$ cat config.mk
export PLATFORM = sky130hd
export DESIGN_NAME = uart_tx_frame_engine
export DESIGN_NICKNAME = d
export VERILOG_FILES = /design/src/rtl/uart_pkg.sv /design/src/rtl/uart_tx_bit_timer.sv /design/src/rtl/uart_tx_frame_engine.sv
export SDC_FILE = /design/constraint.sdc
export NUM_CORES = 1
export LEC_CHECK = 0
export CORE_AREA = 2 2 62 58
export CTS_CLUSTER_SIZE = 25
export DETAILED_ROUTE_END_ITERATION = 7
export DIE_AREA = 0 0 64 60
export PLACE_DENSITY = 0.84
export SYNTH_ARGS = -nofsm -noshare
export SYNTH_HDL_FRONTEND = slang
export SYNTH_SLANG_ARGS = --single-unit
$ cat constraint.sdc
create_clock -name clk -period 6.41 [get_ports clk]
set_clock_uncertainty 0.05 [all_clocks]
set_input_delay 1.282 -clock clk [delete_from_list [all_inputs] [get_ports clk]]
set_output_delay 1.282 -clock clk [all_outputs]
set_load 0.02 [all_outputs]
$ cat src/rtl/uart_pkg.sv
// Shared types and helpers for the UART transmit frame engine.
package uart_pkg;

    localparam int OSR_DEFAULT = 16;
    localparam int WLEN_MIN    = 5;
    localparam int CNT_W       = $clog2(2 * OSR_DEFAULT);

    typedef enum logic [2:0] {
        IDLE,
        START,
        DATA,
        PARITY,
        STOP
    } tx_state_t;

    function automatic logic calc_parity(input logic [8:0] data, input logic [3:0] wlen,
                                         input logic eps, input logic stick);
        logic [8:0] m;
        m = '0;
        for (int unsigned i = 0; i < 9; i++) begin
            if (i < 32'(wlen)) m[i] = data[i];
        end
        if (stick) return ~eps;
        return eps ? ^m : ~^m;
    endfunction

    function automatic int stop_ticks(input logic stb, input logic [3:0] wlen, input int osr);
        if (!stb) return osr;
        if (wlen == 4'd5) return (osr * 3) / 2;
        return 2 * osr;
    endfunction

endpackage

$ cat src/rtl/uart_tx_bit_timer.sv
// Loadable down-counter of baud ticks; tc flags the last tick of the loaded span.
module uart_tx_bit_timer
    import uart_pkg::*;
#(
    parameter int W = CNT_W
) (
    input  logic         clk,
    input  logic         rst,
    input  logic         tick,
    input  logic         load,
    input  logic [W-1:0] load_val,
    output logic         tc
);

    logic [W-1:0] cnt;

    always_ff @(posedge clk) begin
        if (rst) begin
            cnt <= '0;
        end else if (load) begin
            cnt <= load_val;
        end else if (tick && cnt != '0) begin
            cnt <= cnt - W'(1);
        end
    end

    assign tc = tick && (cnt == '0);

endmodule

$ cat src/rtl/uart_tx_frame_engine.sv
// UART transmit serialiser: pops characters from the TX FIFO and emits
// start / data / optional parity / stop framing at OSR baud ticks per bit.
module uart_tx_frame_engine
    import uart_pkg::*;
#(
    parameter int OSR    = 16,
    parameter int DATA_W = 8
) (
    input  logic                         clk,
    input  logic                         rst,
    input  logic                         baud_pulse,
    input  logic [DATA_W-1:0]            din,
    input  logic                         din_valid,
    output logic                         pop,
    input  logic [$clog2(DATA_W+1)-1:0]  wlen,
    input  logic                         pen,
    input  logic                         eps,
    input  logic                         stick,
    input  logic                         stb,
    input  logic                         set_break,
    output logic                         tx,
    output logic                         busy,
    output logic                         sreg_empty,
    output logic                         frame_done
);

    localparam int WL_W = $clog2(DATA_W + 1);
    localparam int TW   = $clog2(2 * OSR);

    tx_state_t         state, state_nx;
    logic [DATA_W-1:0] shreg;
    logic [DATA_W-1:0] din_masked;
    logic [WL_W-1:0]   wlen_eff;
    logic [WL_W-1:0]   bits_left;
    logic [WL_W-1:0]   cfg_wlen;
    logic              cfg_pen;
    logic              cfg_stb;
    logic              par_bit;
    logic              line_bit;
    logic              load_char;
    logic              shift;
    logic              done_nx;
    logic              empty_set;
    logic              tmr_load;
    logic [TW-1:0]     tmr_val;
    logic              tc;

    uart_tx_bit_timer #(.W(TW)) u_timer (
        .clk      (clk),
        .rst      (rst),
        .tick     (baud_pulse),
        .load     (tmr_load),
        .load_val (tmr_val),
        .tc       (tc)
    );

    always_comb begin
        if (wlen < WL_W'(WLEN_MIN)) begin
            wlen_eff = WL_W'(WLEN_MIN);
        end else if (wlen > WL_W'(DATA_W)) begin
            wlen_eff = WL_W'(DATA_W);
        end else begin
            wlen_eff = wlen;
        end
        din_masked = '0;
        for (int unsigned i = 0; i < DATA_W; i++) begin
            if (i < 32'(wlen_eff)) din_masked[i] = din[i];
        end
    end

    always_comb begin
        state_nx  = state;
        load_char = 1'b0;
        shift     = 1'b0;
        done_nx   = 1'b0;
        empty_set = 1'b0;
        tmr_load  = 1'b0;
        tmr_val   = '0;
        case (state)
            IDLE: begin
                if (baud_pulse && din_valid) begin
                    state_nx  = START;
                    load_char = 1'b1;
                    tmr_load  = 1'b1;
                    tmr_val   = TW'(OSR - 1);
                end
            end
            START: begin
                if (tc) begin
                    state_nx = DATA;
                    tmr_load = 1'b1;
                    tmr_val  = TW'(OSR - 1);
                end
            end
            DATA: begin
                if (tc) begin
                    shift    = 1'b1;
                    tmr_load = 1'b1;
                    tmr_val  = TW'(OSR - 1);
                    if (bits_left == WL_W'(1)) begin
                        empty_set = 1'b1;
                        if (cfg_pen) begin
                            state_nx = PARITY;
                        end else begin
                            state_nx = STOP;
                            tmr_val  = TW'(stop_ticks(cfg_stb, 4'(cfg_wlen), OSR) - 1);
                        end
                    end
                end
            end
            PARITY: begin
                if (tc) begin
                    state_nx = STOP;
                    tmr_load = 1'b1;
                    tmr_val  = TW'(stop_ticks(cfg_stb, 4'(cfg_wlen), OSR) - 1);
                end
            end
            STOP: begin
                if (tc) begin
                    done_nx = 1'b1;
                    // Chain straight into the next start bit when the FIFO has data.
                    if (din_valid) begin
                        state_nx  = START;
                        load_char = 1'b1;
                        tmr_load  = 1'b1;
                        tmr_val   = TW'(OSR - 1);
                    end else begin
                        state_nx = IDLE;
                    end
                end
            end
            default: state_nx = IDLE;
        endcase
    end

    always_comb begin
        case (state)
            START:   line_bit = 1'b0;
            DATA:    line_bit = shreg[0];
            PARITY:  line_bit = par_bit;
            default: line_bit = 1'b1;
        endcase
    end

    always_ff @(posedge clk) begin
        if (rst) state <= IDLE;
        else     state <= state_nx;
    end

    always_ff @(posedge clk) begin
        if (rst) begin
            shreg      <= '0;
            bits_left  <= '0;
            cfg_wlen   <= '0;
            cfg_pen    <= 1'b0;
            cfg_stb    <= 1'b0;
            par_bit    <= 1'b0;
            pop        <= 1'b0;
            frame_done <= 1'b0;
            sreg_empty <= 1'b1;
            tx         <= 1'b1;
        end else begin
            pop        <= load_char;
            frame_done <= done_nx;
            tx         <= line_bit & ~set_break;
            if (load_char) begin
                shreg      <= din_masked;
                bits_left  <= wlen_eff;
                cfg_wlen   <= wlen_eff;
                cfg_pen    <= pen;
                cfg_stb    <= stb;
                par_bit    <= calc_parity(9'(din_masked), 4'(wlen_eff), eps, stick);
                sreg_empty <= 1'b0;
            end else begin
                if (shift) begin
                    shreg     <= shreg >> 1;
                    bits_left <= bits_left - WL_W'(1);
                end
                if (empty_set) sreg_empty <= 1'b1;
            end
        end
    end

    assign busy = (state != IDLE);

endmodule

==> flow_summary.yaml, run 1 <==
status:
  status: "complete, no violations"
sta:
  setup-tns-final_ps: 0
  fmax_mhz: 320
  setup_viol: 0
  slew_violations: 0
  post-route-period-util: 0.487
  min_period_ps: 3120
  hold_viol: 0
  worst_pin_slew_ps: 808
  rsz0062_at_grt: "false"
  slew_headroom: 0.461
  fin_ws_ps: 3290
  whs_ps: 412
floorplan:
  die_h_um: 60
  ios: 26
  die_area_um2: 3840
  core_area_um2: 3230
  die_w_um: 64
  start_util: 0.527
  num_rows: 20
routing:
  drc: 0
  via_per_inst: 5.73
  dr.pass1.iters: 4
  wl_per_cell_um: 13.1
  ant_nets: 0
  wirelength_mm: 3.64
  initialDrtViolationCount: 173
  vias: 1586
clock_network:
  clock_latency_ps: 320
  clock-sinks: 31
  cts_made_buffers: 5
  clockRootBuffer: "clkbuf_4"
  htree_levels: 2
  cts_resized: 0
  path_clk_slew_ps: 90
  clockBufferDepth: 2
  hold_buffers: 0
  postCtsSetupRepairBufs: 0
  cts_tree: "built"
worst_setup_path:
  critPathMaxStageDelay_ps: 690
  critPathLaunchType: "input pin"
  worstPathArrival_ps: 3330
  path_depth: 6
  crit_slowest_cell: "clkdlybuf4s50_1"
  worstSetupPathType: "input pin to flip-flop"
  critical-path-top-delay-family: "simple AND/OR/NAND/NOR gates"
  cp-end-kind: "flip-flop"
  endpoint: "bits_left[3]"
  worst-path-buf-inv: 1
  crit_chain: "clkdlybuf4s50_1 -> nand2_2 -> or3_1 -> nor4_4 -> mux2_1 -> a21oi_1"
  timing.rr.end: "bits_left[3]"
  r2r_start: "u_timer.cnt[0]"
  cp_data_required_time_ps: 6620
  cp_max_fo: 11
  crit_start: "baud_pulse"
  reg2reg_setup_slack_ps: 4020
  r2r_cells: 8
place:
  dpl.hpwl_mm: 2.65
  dp_slack_ps: 2960
  port_buffers: 25
  place.gp.congestion: 0.808
synthesis:
  syn-cell-area_um2: 1700
  synth_most_common_cell: "nand2_1"
  synth-seq-area-share: 0.365
  postSynthAreaPerCell_um2: 8.06
  yosysWarningCount: 0
  ys.flop_type: "dfxtp_1"
  synth_area_leaders: "dfxtp_1, nand2_1, nor2_1, a21oi_1, a311oi_1"
  synth_top_area_share: 0.365
  yosysTopAreaCell: "dfxtp_1"
  synthesis.nets: 236
  synthCells: 211
  async_flop_share: 0
  synth.ff_latch_count: 31
  synth_edf_count: 0
  synth_common_cells: "nand2_1, dfxtp_1, nor2_1"
  yosysUniqueCellTypes: 49
final_layout:
  final_nets: 258
  areaGrowthSynthToFinish_pct: 18.2
  num_antenna_cells: 0
  nFillCells: 285
  final_core_util: 0.623
  drive_gt1_frac: 0.0858
grt:
  grt_overflow: 0
  antenna_found_initial: 0
  grt_usage: 0.202
  grt_start_max_net_pins: 33
  grt_pass1_vias: 1430
  grt_pass1_wl_mm: 6.09
pwr:
  p_leak_nw: 0.726
  powerDensity_nw_per_um2: 238
  power.total_w: 0.000479
  max-vdd-ir-drop_uv: 128
run:
  cap_violations: 0
hold_path:
  hold_class: "flip-flop to flip-flop"
## worst min-delay path by stage
stage / from / endpoint / slack [ps] / depth (start not counted)
floorplan: cfg_wlen[3] / cfg_wlen[3] / 390 / 2
global placement: cfg_wlen[3] / cfg_wlen[3] / 400 / 2
detailed placement: cfg_wlen[0] / cfg_wlen[0] / 400 / 2
CTS: cfg_wlen[0] / cfg_wlen[0] / 420 / 2
global route: shreg[6] / shreg[5] / 450 / 2
finish: cfg_wlen[0] / cfg_wlen[0] / 410 / 2
## state kept, by name, indices dropped and copies added (netlist names), 3 cells and up
register	cells
u_timer.cnt	5
cfg_wlen	4
bits_left	4
shreg	8
state	3
## routing by layer
metal / GRT usage / vias up / share of wire
met5: 0 / - / 0
met4: 0.0621 / 0 / 0.019
met3: 0.0565 / 9 / 0.036
met2: 0.338 / 38 / 0.48
met1: 0.254 / 743 / 0.46
li1: - / 796 / -
## placed cells by master, fill, tap and decap left out, types with 4 or more instances in the layout
| cell type | n |
|---|---|
| nor3_1 | 6 |
| nand2_1 | 36 |
| clkdlybuf4s50_1 | 25 |
| o21ai_0 | 7 |
| clkbuf_4 | 5 |
| nor2_1 | 25 |
| a21oi_1 | 18 |
| and2_1 | 4 |
| a311oi_1 | 7 |
| a31oi_1 | 4 |
| ha_1 | 4 |
| xnor2_1 | 5 |
| inv_1 | 6 |
| or3_1 | 4 |
| dfxtp_1 | 31 |
## final cells by class
| class | count | area (um^2) | area share |
|---|---|---|---|
| Multi-Input combinational cell | 163 | 1000 | 0.497 |
| Sequential cell | 31 | 621 | 0.308 |
| Clock inverter | 1 | 5.00 | 0.00249 |
| Inverter | 6 | 22.5 | 0.0112 |
| Timing Repair Buffer | 26 | 258 | 0.128 |
| Tap cell | 44 | 55.1 | 0.0274 |
| Clock buffer | 6 | 51.3 | 0.0255 |
## worst register-to-register path: cells and delay by family (launching register included)
family	cells	cell delay, ps
compound gates	1	130
fa+ha+maj	1	230
buf+inv	1	110
flops	1	310
mux	1	340
simple gates	4	1170
## per-stage QoR
step	cell area [um^2]	cells
floorplan	1700	211
global placement	1960	270
detailed placement	1960	270
CTS	2010	277
global route	2010	277
finish	2010	277
## cell families (layout without fill, tap and decap cells)
group	Yosys count	after routing	synth area share
flops	31	31	0.365
compound gates	53	53	0.204
mux	1	1	0.00662
fa+ha+maj	4	4	0.0294
buf+inv	17	39	0.0478
xor+xnor	7	7	0.0441
simple gates	98	98	0.304
## power by group
part	switching [W]	leakage [nW]	internal, W	total (W)
Sequential	0.0000184	0.255	0.000210	0.000229
Combinational	0.0000695	0.437	0.0000678	0.000137
Clock	0.0000619	0.0341	0.0000507	0.000113
Power figures use the tool's default switching activity.
==> run 2: changes to the inputs <==
- CORE_AREA: 2 2 62 58 -> 2 2 66 62
- DIE_AREA: 0 0 64 60 -> 0 0 68 64
- PLACE_DENSITY: 0.84 -> 0.78
- clock period: 6.41 -> 2.8 ns (I/O delays scaled with it)
==> run 2 against run 1 <==
  * Worst setup slack worse by 2800 ps
  * Wire length is 8.5% higher
  * Die area is 13% higher
  * Non-clock buffer count is 6 higher
  * Final cell count is 2.9% higher
  * Critical path type is now flip-flop to output port
==> flow_summary.yaml, run 2 (synthesis results as in run 1) <==
floorplan:
  core_area_um2: 3630
  die_area_um2: 4350
  die_w_um: 68
  start_util: 0.469
  ios: 26
  num_rows: 21
  die_h_um: 64
sta:
  whs_ps: 409
  fin_ws_ps: 468
  min_period_ps: 2330
  setup_viol: 0
  slew_headroom: 0.586
  post-route-period-util: 0.833
  rsz0062_at_grt: "false"
  setup-tns-final_ps: 0
  hold_viol: 0
  fmax_mhz: 429
  worst_pin_slew_ps: 614
  slew_violations: 0
clock_network:
  hold_buffers: 0
  clock_latency_ps: 280
  cts_made_buffers: 5
  htree_levels: 2
  clockBufferDepth: 2
  cts_tree: "built"
  clock-sinks: 31
  clockRootBuffer: "clkbuf_8"
  path_clk_slew_ps: 60
  cts_resized: 0
  postCtsSetupRepairBufs: 0
hold_path:
  whs_path_depth: 2
  min_to: "cfg_wlen[3]"
  hold_start: "cfg_wlen[3]"
  hold_class: "flip-flop to flip-flop"
place:
  dp_cells: 278
  port_buffers: 25
  dpl.hpwl_mm: 2.86
  place.gp.congestion: 0.879
  dp_slack_ps: 367
worst_setup_path:
  cp-end-kind: "output port"
  worstPathArrival_ps: 1720
  cp_max_fo: 15
  reg2reg_setup_slack_ps: 520
  r2r_cells: 8
  cp_data_required_time_ps: 2190
  critPathLaunchType: "flip-flop"
  timing.rr.end: "bits_left[3]"
  worstSetupPathType: "flip-flop to output port"
  r2r_start: "u_timer.cnt[0]"
grt:
  grt_pass1_wl_mm: 6.77
  grt_start_max_net_pins: 21
  grt_usage: 0.203
  grt_pass1_vias: 1448
  antenna_found_initial: 0
  grt_overflow: 0
final_layout:
  mostFrequentLayoutCells: "nand2_1, dfxtp_1, nor2_1, clkdlybuf4s50_1, a21oi_1"
  num_antenna_cells: 0
  areaGrowthSynthToFinish_pct: 22.9
  final_cells: 285
  largest_reg_flops: 8
  top_register: "shreg"
  largestRegisters: "shreg x8, u_timer.cnt x5"
  final_common_cell: "nand2_1"
  final_nets: 264
  drive_gt1_frac: 0.109
pwr:
  p_leak_nw: 0.768
  power.total_w: 0.00121
  max-vdd-ir-drop_uv: 359
  powerDensity_nw_per_um2: 578
routing:
  dr.pass1.iters: 4
  initialDrtViolationCount: 109
  wirelength_mm: 3.95
  ant_nets: 0
  via_per_inst: 5.45
  vias: 1552
  drc: 0
  wl_per_cell_um: 13.9
run:
  cap_violations: 0
status:
  status: "complete, no violations"
==> run 2: cell types whose count changed in the layout (fill, tap and decap cells not counted) <==
cell / delta
clkbuf_8: +5
buf_4: +6
clkbuf_4: -5
==> run 2: how the worst max path moves through the flow <==
stage                   endpoint  slack (ps)            from
global route        bits_left[3]         340  u_timer.cnt[0]
detailed placement  bits_left[3]         370      baud_pulse
CTS                         busy         470        state[2]
finish                      busy         470        state[2]
floorplan           bits_left[3]         680  u_timer.cnt[0]
global placement    bits_left[3]         440      baud_pulse
==> run 2: critical path: stages (launching register included) <==
cell and delay, ps:
dfxtp_1 440, or3_1 450, clkdlybuf4s50_1 550
==> run 2: final cells by class <==
| cell class | count | area (um^2) |
|---|---|---|
| timing repair buffer | 32 | 303 |
| clock inverter | 1 | 5.00 |
| clock buffer | 6 | 82.6 |
| tap | 46 | 57.6 |
| fill | 321 | 1540 |
| sequential | 31 | 621 |
| multi-input combinational | 163 | 1000 |
| inverter | 6 | 22.5 |
==> run 2: through the flow <==
stage,cell area [um^2],util
floorplan,1700,-
global placement,2000,0.552
detailed placement,2000,0.552
CTS,2090,0.577
global route,2090,0.577
finish,2090,0.577
==> run 2: routing by layer <==
layer	GRT usage	share of wire	wire, um	up-vias
met4	0.0750	0.011	44	0
met3	0.0511	0.038	152	6
met2	0.299	0.47	1870	29
met5	0	0	0	-
li1	-	-	-	803
met1	0.282	0.48	1890	714
==> run 2: power by group <==
group	internal [W]	switching (W)
Clock	0.000193	0.000162
Combinational	0.000161	0.000168
Sequential	0.000482	0.0000436
